<file path="src/rtl/fetch_pkg.sv">
// rtl/fetch_pkg.sv - shared constants and types for the instruction-fetch stage
package fetch_pkg;

    localparam logic [31:0] NOP_INSTR = 32'h0000_0013;
    localparam int          PC_INC    = 4;

    typedef enum logic {
        RUN  = 1'b0,
        HALT = 1'b1
    } fetch_state_t;

endpackage

</file>
<file path="src/rtl/fetch_if.sv">
// rtl/fetch_if.sv - instruction-memory bus and IF/ID register bundle
interface fetch_if #(
    parameter int PC_W  = 9,
    parameter int INS_W = 32
);
    import fetch_pkg::*;

    logic [PC_W-1:0]  ImemAddr;
    logic             ImemEn;
    logic [INS_W-1:0] ImemRdata;
    logic [PC_W-1:0]  IfId_PC;
    logic [INS_W-1:0] IfId_Instr;
    logic             IfId_Valid;

    modport master (
        output ImemAddr, ImemEn, IfId_PC, IfId_Instr, IfId_Valid,
        input  ImemRdata
    );

    modport slave (
        input  ImemAddr, ImemEn, IfId_PC, IfId_Instr, IfId_Valid,
        output ImemRdata
    );

endinterface

</file>
<file path="src/rtl/fetch_perf_cnt.sv">
// rtl/fetch_perf_cnt.sv - saturating fetch and flush event counters
module fetch_perf_cnt (
    input  logic        clk,
    input  logic        rst_n,
    input  logic        fetch_inc_i,
    input  logic        flush_inc_i,
    output logic [31:0] fetch_cnt_o,
    output logic [31:0] flush_cnt_o
);
    import fetch_pkg::*;

    logic [31:0] fetch_cnt_q;
    logic [31:0] flush_cnt_q;

    // Count events, holding at all-ones instead of wrapping
    always_ff @(posedge clk or negedge rst_n) begin
        if (!rst_n) begin
            fetch_cnt_q <= '0;
            flush_cnt_q <= '0;
        end else begin
            if (fetch_inc_i && (fetch_cnt_q != 32'hFFFF_FFFF))
                fetch_cnt_q <= fetch_cnt_q + 32'd1;
            if (flush_inc_i && (flush_cnt_q != 32'hFFFF_FFFF))
                flush_cnt_q <= flush_cnt_q + 32'd1;
        end
    end

    assign fetch_cnt_o = fetch_cnt_q;
    assign flush_cnt_o = flush_cnt_q;

endmodule

</file>
<file path="src/rtl/fetch_unit.sv">
// rtl/fetch_unit.sv - PC, IF/ID register and RUN/HALT control; FETCH_PERF_CNT_EN adds event counters
module fetch_unit
    import fetch_pkg::*;
#(
    parameter int PC_W  = 9,
    parameter int INS_W = 32
) (
    input  logic        clk,
    input  logic        rst_n,
    input  logic        PcSel,
    input  logic [31:0] BrPC,
    input  logic        Halt,
    input  logic        Resume,
    input  logic        PcStall,
    fetch_if.master     bus,
    output logic        Halted,
    output logic        MisalignErr,
    output logic [31:0] FetchCount,
    output logic [31:0] FlushCount
);

    fetch_state_t     state_q, state_d;
    logic [PC_W-1:0]  pc_q, pc_d;
    logic [PC_W-1:0]  ifid_pc_q, ifid_pc_d;
    logic [INS_W-1:0] ifid_instr_q, ifid_instr_d;
    logic             ifid_valid_q, ifid_valid_d;
    logic             misalign_q, misalign_d;

    logic [PC_W-1:0]  pc_inc;
    logic [PC_W-1:0]  br_target;
    logic             unused_brpc_hi;

    // Upper target bits lie outside the instruction-memory space
    assign unused_brpc_hi = ^BrPC[31:PC_W];

    assign pc_inc    = pc_q + PC_W'(PC_INC);
    assign br_target = {BrPC[PC_W-1:2], 2'b00};

    // Next state, next PC and IF/ID contents by redirect/stall priority
    always_comb begin
        state_d      = state_q;
        pc_d         = pc_q;
        ifid_pc_d    = ifid_pc_q;
        ifid_instr_d = ifid_instr_q;
        ifid_valid_d = ifid_valid_q;
        misalign_d   = misalign_q | (PcSel && (BrPC[1:0] != 2'b00));

        unique case (state_q)
            HALT: begin
                // EX is empty while halted, so PcSel carries no meaning here
                ifid_pc_d    = pc_q;
                ifid_instr_d = INS_W'(NOP_INSTR);
                ifid_valid_d = 1'b0;
                if (Resume) begin
                    state_d = RUN;
                    pc_d    = pc_inc;
                end
            end
            default: begin
                if (PcSel) begin
                    pc_d         = br_target;
                    ifid_pc_d    = pc_q;
                    ifid_instr_d = INS_W'(NOP_INSTR);
                    ifid_valid_d = 1'b0;
                    if (Halt)
                        state_d = HALT;
                end else if (!PcStall) begin
                    pc_d         = pc_inc;
                    ifid_pc_d    = pc_q;
                    ifid_instr_d = bus.ImemRdata;
                    ifid_valid_d = 1'b1;
                end
            end
        endcase
    end

    // State, PC and IF/ID registers with asynchronous clear
    always_ff @(posedge clk or negedge rst_n) begin
        if (!rst_n) begin
            state_q      <= RUN;
            pc_q         <= '0;
            ifid_pc_q    <= '0;
            ifid_instr_q <= INS_W'(NOP_INSTR);
            ifid_valid_q <= 1'b0;
            misalign_q   <= 1'b0;
        end else begin
            state_q      <= state_d;
            pc_q         <= pc_d;
            ifid_pc_q    <= ifid_pc_d;
            ifid_instr_q <= ifid_instr_d;
            ifid_valid_q <= ifid_valid_d;
            misalign_q   <= misalign_d;
        end
    end

    assign bus.ImemAddr   = pc_q;
    assign bus.ImemEn     = (state_q == RUN);
    assign bus.IfId_PC    = ifid_pc_q;
    assign bus.IfId_Instr = ifid_instr_q;
    assign bus.IfId_Valid = ifid_valid_q;
    assign Halted         = (state_q == HALT);
    assign MisalignErr    = misalign_q;

`ifdef FETCH_PERF_CNT_EN
    logic fetch_inc;
    logic flush_inc;

    assign fetch_inc = (state_q == RUN) && !PcSel && !PcStall;
    assign flush_inc = (state_q == RUN) && PcSel;

    fetch_perf_cnt u_perf (
        .clk         (clk),
        .rst_n       (rst_n),
        .fetch_inc_i (fetch_inc),
        .flush_inc_i (flush_inc),
        .fetch_cnt_o (FetchCount),
        .flush_cnt_o (FlushCount)
    );
`else
    assign FetchCount = '0;
    assign FlushCount = '0;
`endif

endmodule

</file>
<file path="src/flat_wrapper.sv">
// flat-port wrapper written by rule: the top's interface ports become plain ports
module fetch_unit_flat import fetch_pkg::*;
#(
    parameter int PC_W  = 9,
    parameter int INS_W = 32
)
  (clk, rst_n, PcSel, BrPC, Halt, Resume, PcStall, Halted, MisalignErr, FetchCount, FlushCount, bus_ImemAddr, bus_ImemEn, bus_IfId_PC, bus_IfId_Instr, bus_IfId_Valid, bus_ImemRdata);
  fetch_if #(.PC_W(PC_W), .INS_W(INS_W)) bus_i ();
  input  logic clk;
  input  logic rst_n;
  input  logic PcSel;
  input  logic [31:0] BrPC;
  input  logic Halt;
  input  logic Resume;
  input  logic PcStall;
  output logic Halted;
  output logic MisalignErr;
  output logic [31:0] FetchCount;
  output logic [31:0] FlushCount;
  output wire logic [$bits(bus_i.ImemAddr)-1:0] bus_ImemAddr;
  output wire logic [$bits(bus_i.ImemEn)-1:0] bus_ImemEn;
  output wire logic [$bits(bus_i.IfId_PC)-1:0] bus_IfId_PC;
  output wire logic [$bits(bus_i.IfId_Instr)-1:0] bus_IfId_Instr;
  output wire logic [$bits(bus_i.IfId_Valid)-1:0] bus_IfId_Valid;
  input wire logic [$bits(bus_i.ImemRdata)-1:0] bus_ImemRdata;
  assign bus_ImemAddr = bus_i.ImemAddr;
  assign bus_ImemEn = bus_i.ImemEn;
  assign bus_IfId_PC = bus_i.IfId_PC;
  assign bus_IfId_Instr = bus_i.IfId_Instr;
  assign bus_IfId_Valid = bus_i.IfId_Valid;
  assign bus_i.ImemRdata = bus_ImemRdata;
  fetch_unit #(.PC_W(PC_W), .INS_W(INS_W)) u_core (.clk(clk), .rst_n(rst_n), .PcSel(PcSel), .BrPC(BrPC), .Halt(Halt), .Resume(Resume), .PcStall(PcStall), .bus(bus_i), .Halted(Halted), .MisalignErr(MisalignErr), .FetchCount(FetchCount), .FlushCount(FlushCount));
endmodule
</file>
<file path="config.mk">
export PLATFORM = sky130hd
export DESIGN_NAME = fetch_unit_flat
export DESIGN_NICKNAME = d
export VERILOG_FILES = /design/src/rtl/fetch_pkg.sv /design/src/rtl/fetch_if.sv /design/src/rtl/fetch_perf_cnt.sv /design/src/rtl/fetch_unit.sv /design/src/flat_wrapper.sv
export SDC_FILE = /design/constraint.sdc
export NUM_CORES = 1
export LEC_CHECK = 0
export ABC_AREA = 1
export CAP_MARGIN = 20
export CORE_AREA = 10 10 101 103
export DETAILED_ROUTE_END_ITERATION = 8
export DIE_AREA = 0 0 111 113
export PLACE_DENSITY = 0.76
export SYNTH_ARGS = -nofsm -noshare
export SYNTH_HDL_FRONTEND = slang
export SYNTH_HIERARCHICAL = 1
export SYNTH_SLANG_ARGS = --single-unit
export TNS_END_PERCENT = 10
</file>
<file path="constraint.sdc">
create_clock -name clk -period 1.21 [get_ports clk]
set_input_delay 0.1815 -clock clk [delete_from_list [all_inputs] [get_ports clk]]
set_output_delay 0.1815 -clock clk [all_outputs]
set_load 0.005 [all_outputs]
</file>
# After elaboration in Yosys (flattened, before gate mapping)
# Index checks and enable logic that the tools add are counted.
[classes]
add_sub_neg = 1
eq_ne = 2
muxes = 17
bitwise = 2
n_reduce_logical = 3
[op_table]
columns = ["cell", "count"]
rows = [
  ["two-way mux 32 bit", 3],
  ["two-way mux 9 bit", 7],
  ["adder 9 x 3 -> 9 bit, second input constant", 1],
  ["two-way mux 1 bit", 7],
  ["!= test 3 x 2 -> 1 bit, second input constant", 1],
  ["!= test 2 bit, second input constant", 1],
  ["AND reduction 2 bit", 1],
  ["nonzero test 2 bit", 1],
  ["logical AND 1 bit", 1],
  ["NOT 1 bit", 1],
  ["OR 1 bit", 1],
]
[word_totals]
reg_bits = 53
inputBits = 70
output_inout_bits = 118
word_cells = 31

# Logic depth before layout (Yosys ltp)
# Gate-level depths: netlist of the first run.
[depth]
depth_word = 4
ltp_mapped = 8
mapped_depth_nobuf = 8

# Worst setup path after synthesis of the first run
# OpenSTA, ideal clock, no wires.
[synth_path]
kind = "register to register"
from = "register u_core.pc_q[2], in the netlist u_core/bus.ImemAddr[2]"
to = "register u_core.pc_q[6], in the netlist u_core/bus.ImemAddr[6]"
setup_ns = 0.116
arrival_ns = 1.076
required_time_ns = 1.094
slack_ns = 0.018
path_stages_with_launch = 7
path_buffers = 0
period_less_slack_ns = 1.192
path_cell_list = "dfrtp_1 > ha_1 > nand3_1 > xor2_1 > nand2_1 > nand2_1 > nand2_1"
[synth_via]
elab_chain_len = 4
word_cells_on_any_way = 5
cone_classes = "add/sub (1); mux (4)"
[synth_rtl]
columns = ["item", "line", "text"]
rows = [
  ["start: declaration", "fetch_unit.sv:23", "logic [PC_W-1:0] pc_q, pc_d;"],
  ["start signal: assignment", "fetch_unit.sv:88", "pc_q <= pc_d;"],
  ["adder 9 x 3 -> 9 bit (*)", "fetch_unit.sv:36", "assign pc_inc = pc_q + PC_W'(PC_INC);"],
  ["two-way mux 9 bit", "fetch_unit.sv:67", "end else if (!PcStall) begin"],
  ["two-way mux 9 bit", "fetch_unit.sv:60", "if (PcSel) begin"],
  ["two-way mux 9 bit (*)", "fetch_unit.sv:48", "unique case (state_q)"],
]
# Mark *: on every way between the ends. The rest lies on a longest branch, timed or not. The select of a mux whose other input is x is not followed.
# A chain may end at the register's enable or synchronous reset.

# Worst setup path after layout of the first run
[layout_path]
from = "register u_core.state_q, in the netlist u_core/Halted"
to = "register u_core.ifid_instr_q[0], in the netlist u_core/bus.IfId_Instr[0]"
[layout_via]
elab_chain_len = 1
word_cells_on_any_way = 2
cone_classes = "eq/ne (1); mux (1)"
[layout_rtl]
columns = ["item", "line", "text"]
rows = [
  ["start: declaration", "fetch_unit.sv:22", "fetch_state_t state_q, state_d;"],
  ["start signal: assignment", "fetch_unit.sv:87", "state_q <= state_d;"],
  ["!= test 3 x 2 -> 1 bit (no line) / two-way mux 32 bit (equally long branches)", "-", ""],
  ["end signal: assignment", "fetch_unit.sv:83", "ifid_instr_q <= INS_W'(NOP_INSTR);"],
  ["end signal: assignment", "fetch_unit.sv:90", "ifid_instr_q <= ifid_instr_d;"],
  ["end: declaration", "fetch_unit.sv:25", "logic [INS_W-1:0] ifid_instr_q, ifid_instr_d;"],
]
# Parallel ways exist; a longest one is shown, timed or not.

==> metrics.cfg, run 1 <==
[outcome]
status = finished with violations
failed_checks = setup timing

[power_and_ir_drop]
ir_drop_uv = 527.0
power_leakage_nw = 1.930
power_density_nw_per_um2 = 1301

[global_route]
grt-ovfl-total = 0
antenna_found_initial = 0
grt_max_degree = 50
grt_pass1_wl_um = 11230
grt_use_total = 0.1072
grt_pass1_vias = 2137

[floorplanning]
die-area_um2 = 12540
rows = 33
ios = 188
core-area_um2 = 8134
start_util = 0.3055
die_x_um = 111
die_y_um = 113

[critical_path]
cp_slowest_cell = dfrtp_1
setup.worst_path.end_class = flop
path_max_fanout = 4
crit_type = flop to flop
worstPathArrival_ps = 1530
critical_path_cell_count = 6
r2r_cells = 6
path_common_cell = buf_4
start_kind = flop
cp_top_family = buffers and inverters
crit_path_max_incr_delay_ps = 410
worstPathCellList = buf_6 -> nor2_4 -> nand2_4 -> buf_4 -> buf_4 -> o22a_1
critPathRequiredTime_ps = 1440
cp.buffers_inverters = 3

[timing]
clock-skew-final_ps = 5.720
rsz0062_at_grt = yes
setup_tns_ps = -1479
maxSlewViolCount = 0
setup_ws_ps = -83.14
finalCritPeriodShare = 1.069
final_hold_viol_count = 0
setup_viol = 37
period_needed_ps = 1293
max_freq_ghz = 0.7733

[synth]
synth_top_area_share = 0.4632
ys_types = 22
synth_edf_count = 0
syn_inst = 254
ys_warn_count = 6
yosysMostFrequentCell = buf_4
postSynthAreaPerCell_um2 = 9.783
synthTopCellsByCount = buf_4, dfrtp_1, nand2_1
synth_top_area_cell = dfrtp_1
ys_seq_elements = 49
dominantRegCellSynth = dfrtp_1
yosysSeqAreaShare = 0.4950
syn-cell-area_um2 = 2485
yosys-top-cells-area = dfrtp_1, buf_4, a22o_1, nand2_1, dfstp_2
synthArstFlopShare = 1.000

[routing]
vias = 1963
drcViolationCount = 0
antenna_left = 0
postRouteWirelength_um = 7374
via_per_inst = 4.081
firstDrtPassIters = 4
routedWlPerCell_um = 15.33
drt_iter0_drc = 65

[clock_network]
h-tree-depth = 2
cts-root-buf = clkbuf_8
cts_buffers = 5
clk_pin_slew_worst_paths_ps = 90
cts_sinks = 49
clk_path_buf_depth = 2
cts_tree = built
clkLatencyLatePin_ps = 300

[layout]
antenna_cells = 0
post_route_cells_drive_above_1_share = 0.1729
syn_to_final_growth_pct = 48.84
fin_nets = 446

[flow_run]
max-cap-violations = 0

[place]
place_hpwl_um = 5764
place_congestion = 0.7627
port_buffers = 96
dp_slack_ps = -285.7

[hold_path]
min_path_type = primary input to async pin

==> metal layers <==
layer	part of all wire	routed length [um]	track usage	vias up
met1	0.42	3097	0.1296	906
met4	0.0099	73	0.02604	0
met5	0	0	0	-
li1	-	-	-	943
met3	0.093	688	0.04437	6
met2	0.48	3515	0.1733	108
==> path summary, 6_finish.rpt <==
check,start,endpoint,slack (ps)
max in group asynchronous,rst_n,u_core/bus.IfId_Instr[4],530
max,u_core/Halted,u_core/bus.IfId_Instr[0],-80
min in group clk,bus_ImemRdata[4],u_core/bus.IfId_Instr[4],450
min reg2reg,u_core/bus.IfId_PC[5],u_core/bus.IfId_PC[5],490
max reg2reg,u_core/Halted,u_core/bus.IfId_Instr[0],-80
min,rst_n,u_core/bus.IfId_Instr[23],400
==> cells by family after synthesis <==
logic type / synth area share
buffers and inverters: 0.2407
AND/OR/NAND/NOR: 0.1073
flip-flops: 0.4950
AO/OA/AOI/OAI: 0.1435
XOR/XNOR: 0.007051
adder cells (fa/ha/maj): 0.005034
other: 0.001509
==> worst register-to-register path, delay by kind of cell (launching register included) <==
family	cells	cell delay, ps
AO/OA/AOI/OAI	1	190
AND/OR/NAND/NOR	2	220
flip-flops	1	410
buffers and inverters	3	410
==> power breakdown <==
part | total (mW) | switching, mW | internal [mW]
Sequential | 2.00 | 0.131 | 1.87
Clock | 1.18 | 0.559 | 0.621
Combinational | 1.63 | 0.784 | 0.850
==> area by class of cell <==
type	count	area (um2)
Multi-Input combinational cell	183	998.5
Clock buffer	6	72.57
Timing Repair Buffer	124	1175
Clock inverter	2	38.79
Fill cell	789	4436
Tap cell	105	131.4
Sequential cell	49	1230
Inverter	12	52.55
==> through the flow <==
step	hold WS, ps	area [um2]	util	power [mW]	cells
floorplan	-114.1	2736	-	2.741	321
global placement	185.0	3490	0.4290	3.592	465
detailed placement	197.9	3490	0.4290	3.618	465
CTS	403.1	3575	0.4395	4.723	478
global route	415.4	3699	0.4547	5.168	481
finish	395.2	3699	0.4547	4.813	481
==> flip-flops by register name, indices dropped and copies added, names as in the netlist <==
signal and count:
u_core/Halted 1, u_core/bus.ImemAddr 7, u_core/bus.IfId_Instr 32, u_core/bus.IfId_Valid 1, u_core/bus.IfId_PC 7, u_core/MisalignErr 1
==> repair_timing <==
action / CTS / global route
endpoints found under the setup margin: 81 / 51
hold buffers: 1 / 0
cloned: 0 / 1
gates resized for setup: 67 / 34
setup buffers: 4 / 2
endpoints found under the hold margin: 46 / 0
pin swaps: 11 / 22
==> placed cells by master (no fill, tap or decap), types with 6 or more instances in the layout <==
cell type	n
conb_1	68
dfrtp_1	46
clkdlybuf4s50_1	45
dlygate4sd2_1	42
nand2_1	41
a22o_1	29
buf_4	16
o21ai_1	9
inv_1	8
buf_2	6
nor2_2	6
Power figures use the tool's default switching activity.
==> run 2: changes to the inputs <==
- ABC_CLOCK_PERIOD_IN_PS: default -> 1210
==> results of run 2 <==
No change in the layout: final DEF, timing and power equal those of run 1.
==> run 3: changes to the inputs <==
- CORE_AREA: 10 10 101 103 -> 5 5 96 98
- DIE_AREA: 0 0 111 113 -> 0 0 101 103
==> run 3 against run 2 <==
Compared with the run above: the flow still finishes with violations (setup timing); critical path depth grew 2; hold slack lost 2.9 ps; clock skew grew 7.7 ps; flip-flop and latch count is the same; largest power group unchanged.
==> metrics.cfg, run 3 (synthesized netlist as in run 1, its figures left out) <==
[place]
place_congestion = 0.8254  ; was 0.7627
dp.cells = 468  ; was 465
place_hpwl_um = 4872  ; was 5764 um
port_buffers = 96  ; unchanged

[floorplanning]
die_y_um = 103  ; was 113 um
die-area_um2 = 10400  ; was 12540 um2
rows = 34  ; was 33
ios = 188  ; unchanged
start_util = 0.2965  ; was 0.3055
die_x_um = 101  ; was 111 um
core-area_um2 = 8381  ; was 8134 um2

[clock_network]
clk_pin_slew_worst_paths_ps = 100  ; was 90 ps
cts_tree = built  ; unchanged
clkLatencyLatePin_ps = 300  ; about the same
cts-root-buf = clkbuf_8  ; unchanged
cts_buffers = 5  ; unchanged
h-tree-depth = 2  ; unchanged
clk_path_buf_depth = 2  ; unchanged
cts_sinks = 49  ; unchanged

[critical_path]
startpoint = u_core/bus.ImemAddr[2]  ; was u_core/Halted
worstPathArrival_ps = 1560  ; was 1530 ps
timing.rr.end = u_core/bus.ImemAddr[4]  ; was u_core/bus.IfId_Instr[0]
setup.worst_path.end_class = flop  ; unchanged
start_kind = flop  ; unchanged
critPathRequiredTime_ps = 1450  ; was 1440 ps
crit_type = flop to flop  ; unchanged
r2r_cells = 8  ; was 6
r2r-start = u_core/bus.ImemAddr[2]  ; was u_core/Halted
ff2ff_setup_slack_ps = -120  ; was -80 ps
path_max_fanout = 3  ; was 4

[timing]
final_hold_viol_count = 0  ; unchanged
setup_ws_ps = -118.3  ; was -83.14 ps
max_freq_ghz = 0.7528  ; was 0.7733 GHz
rsz0062_at_grt = yes  ; unchanged
clock-skew-final_ps = 13.43  ; was 5.720 ps
setup_viol = 39  ; was 37
period_needed_ps = 1328  ; was 1293 ps
finalCritPeriodShare = 1.098  ; was 1.069
setup_tns_ps = -3401  ; was -1479 ps
maxSlewViolCount = 0  ; unchanged

[global_route]
antenna_found_initial = 0  ; unchanged
grt_use_total = 0.1154  ; was 0.1072
grt_pass1_vias = 1915  ; was 2137
grt-ovfl-total = 0  ; unchanged
grt_max_degree = 50  ; unchanged
grt_pass1_wl_um = 9390  ; was 11230 um

[routing]
routedWlPerCell_um = 13.34  ; was 15.33 um
firstDrtPassIters = 4  ; unchanged
vias = 1984  ; was 1963
antenna_left = 0  ; unchanged
drcViolationCount = 0  ; unchanged
drt_iter0_drc = 60  ; was 65
via_per_inst = 4.074  ; was 4.081
postRouteWirelength_um = 6496  ; was 7374 um

[layout]
fin_nets = 449  ; was 446
post_route_cells_drive_above_1_share = 0.1609  ; was 0.1729
layout_commonest_cell = conb_1  ; unchanged
fillers = 812  ; was 789
antenna_cells = 0  ; unchanged
seqCellArea_um2 = 1231  ; was 1230 um2
largest_reg_flops = 32  ; unchanged
fin_cells = 487  ; was 481
syn_to_final_growth_pct = 48.89  ; was 48.84%
multiInputGateArea_um2 = 937.1  ; was 998.5 um2
layout_common_cells = conb_1, clkdlybuf4s50_1, dfrtp_1  ; was conb_1, dfrtp_1, clkdlybuf4s50_1

[hold_path]
min_path_type = primary input to async pin  ; unchanged

[power_and_ir_drop]
switching_share = 0.3020  ; was 0.3064
switching_power_mw = 1.444  ; was 1.475 mW
power_density_nw_per_um2 = 1292  ; was 1301 nW/um2
p_total_mw = 4.782  ; was 4.813 mW
pwr-share-seq = 0.420  ; was 0.415
p_comb_frac = 0.332  ; was 0.340
ir_drop_uv = 575.3  ; was 527.0 uV
p_clk_frac = 0.248  ; was 0.245
p_int_mw = 3.338  ; about the same
power_leakage_nw = 1.939  ; was 1.930 nW

[flow_run]
max-cap-violations = 0  ; unchanged

[outcome]
status = finished with violations  ; unchanged
failed_checks = setup timing  ; unchanged

run 3: metrics by stage:
stage | area [um2] | worst slack (ps) | util | hold WS, ps
final | 3700 | -118.3 | 0.4415 | 392.3
after global routing | 3700 | -192.1 | 0.4415 | 427.3
after CTS | 3611 | -118.1 | 0.4309 | 397.7
after detailed placement | 3493 | -284.5 | 0.4168 | 194.1
after global placement | 3493 | -233.1 | 0.4168 | 186.5
after floorplan | 2736 | 17.52 | - | -114.1
run 3: worst max-delay path by stage:
stage / endpoint / cells past startpoint
2_1_floorplan: u_core/bus.ImemAddr[6] / 6
3_3_place_gp: u_core/bus.IfId_Instr[26] / 5
3_5_place_dp: u_core/bus.IfId_Instr[30] / 5
4_1_cts: u_core/bus.IfId_Instr[30] / 5
5_1_grt: u_core/bus.ImemAddr[4] / 8
6_report: u_core/bus.ImemAddr[4] / 8
run 3: metal layers:
layer,track usage,share of wire
met1,0.1394,0.40
met3,0.02977,0.096
met5,0,0
met2,0.1990,0.49
met4,0.04192,0.015
run 3: area by class of cell:
class                   instances  share of cell area
clock buffers                   5             0.01860
clock inverters                 3             0.01251
inverters                      12             0.01488
multi-input cells             183              0.2533
flip-flops and latches         49              0.3328
well taps                     108             0.03652
repair buffers                127              0.3314
run 3: power by group through the flow:
stage / registers (mW) / logic (mW) / clock network (mW)
2_1_floorplan: 2.10 / 0.639 / 0
4_1_cts: 2.01 / 1.50 / 1.23
3_5_place_dp: 2.08 / 1.50 / 0
6_report: 2.01 / 1.59 / 1.19
5_1_grt: 2.04 / 1.75 / 1.29
3_3_place_gp: 2.07 / 1.48 / 0
run 3: repair_timing:
item / CTS / global route
cloned: 0 / 1
hold buffers: 1 / 0
setup endpoints to repair: 86 / 52
pin swaps: 10 / 9
resized for setup: 72 / 15
setup buffers: 5 / 4
endpoints found under the hold margin: 46 / 0
run 3: critical path: stages (launching register included):
cell	delay (ps)
dfrtp_1	400
buf_4	150
ha_2	190
buf_4	140
inv_1	50
nand2_1	50
nand3_1	100
o21ai_2	70
o21ai_1	120
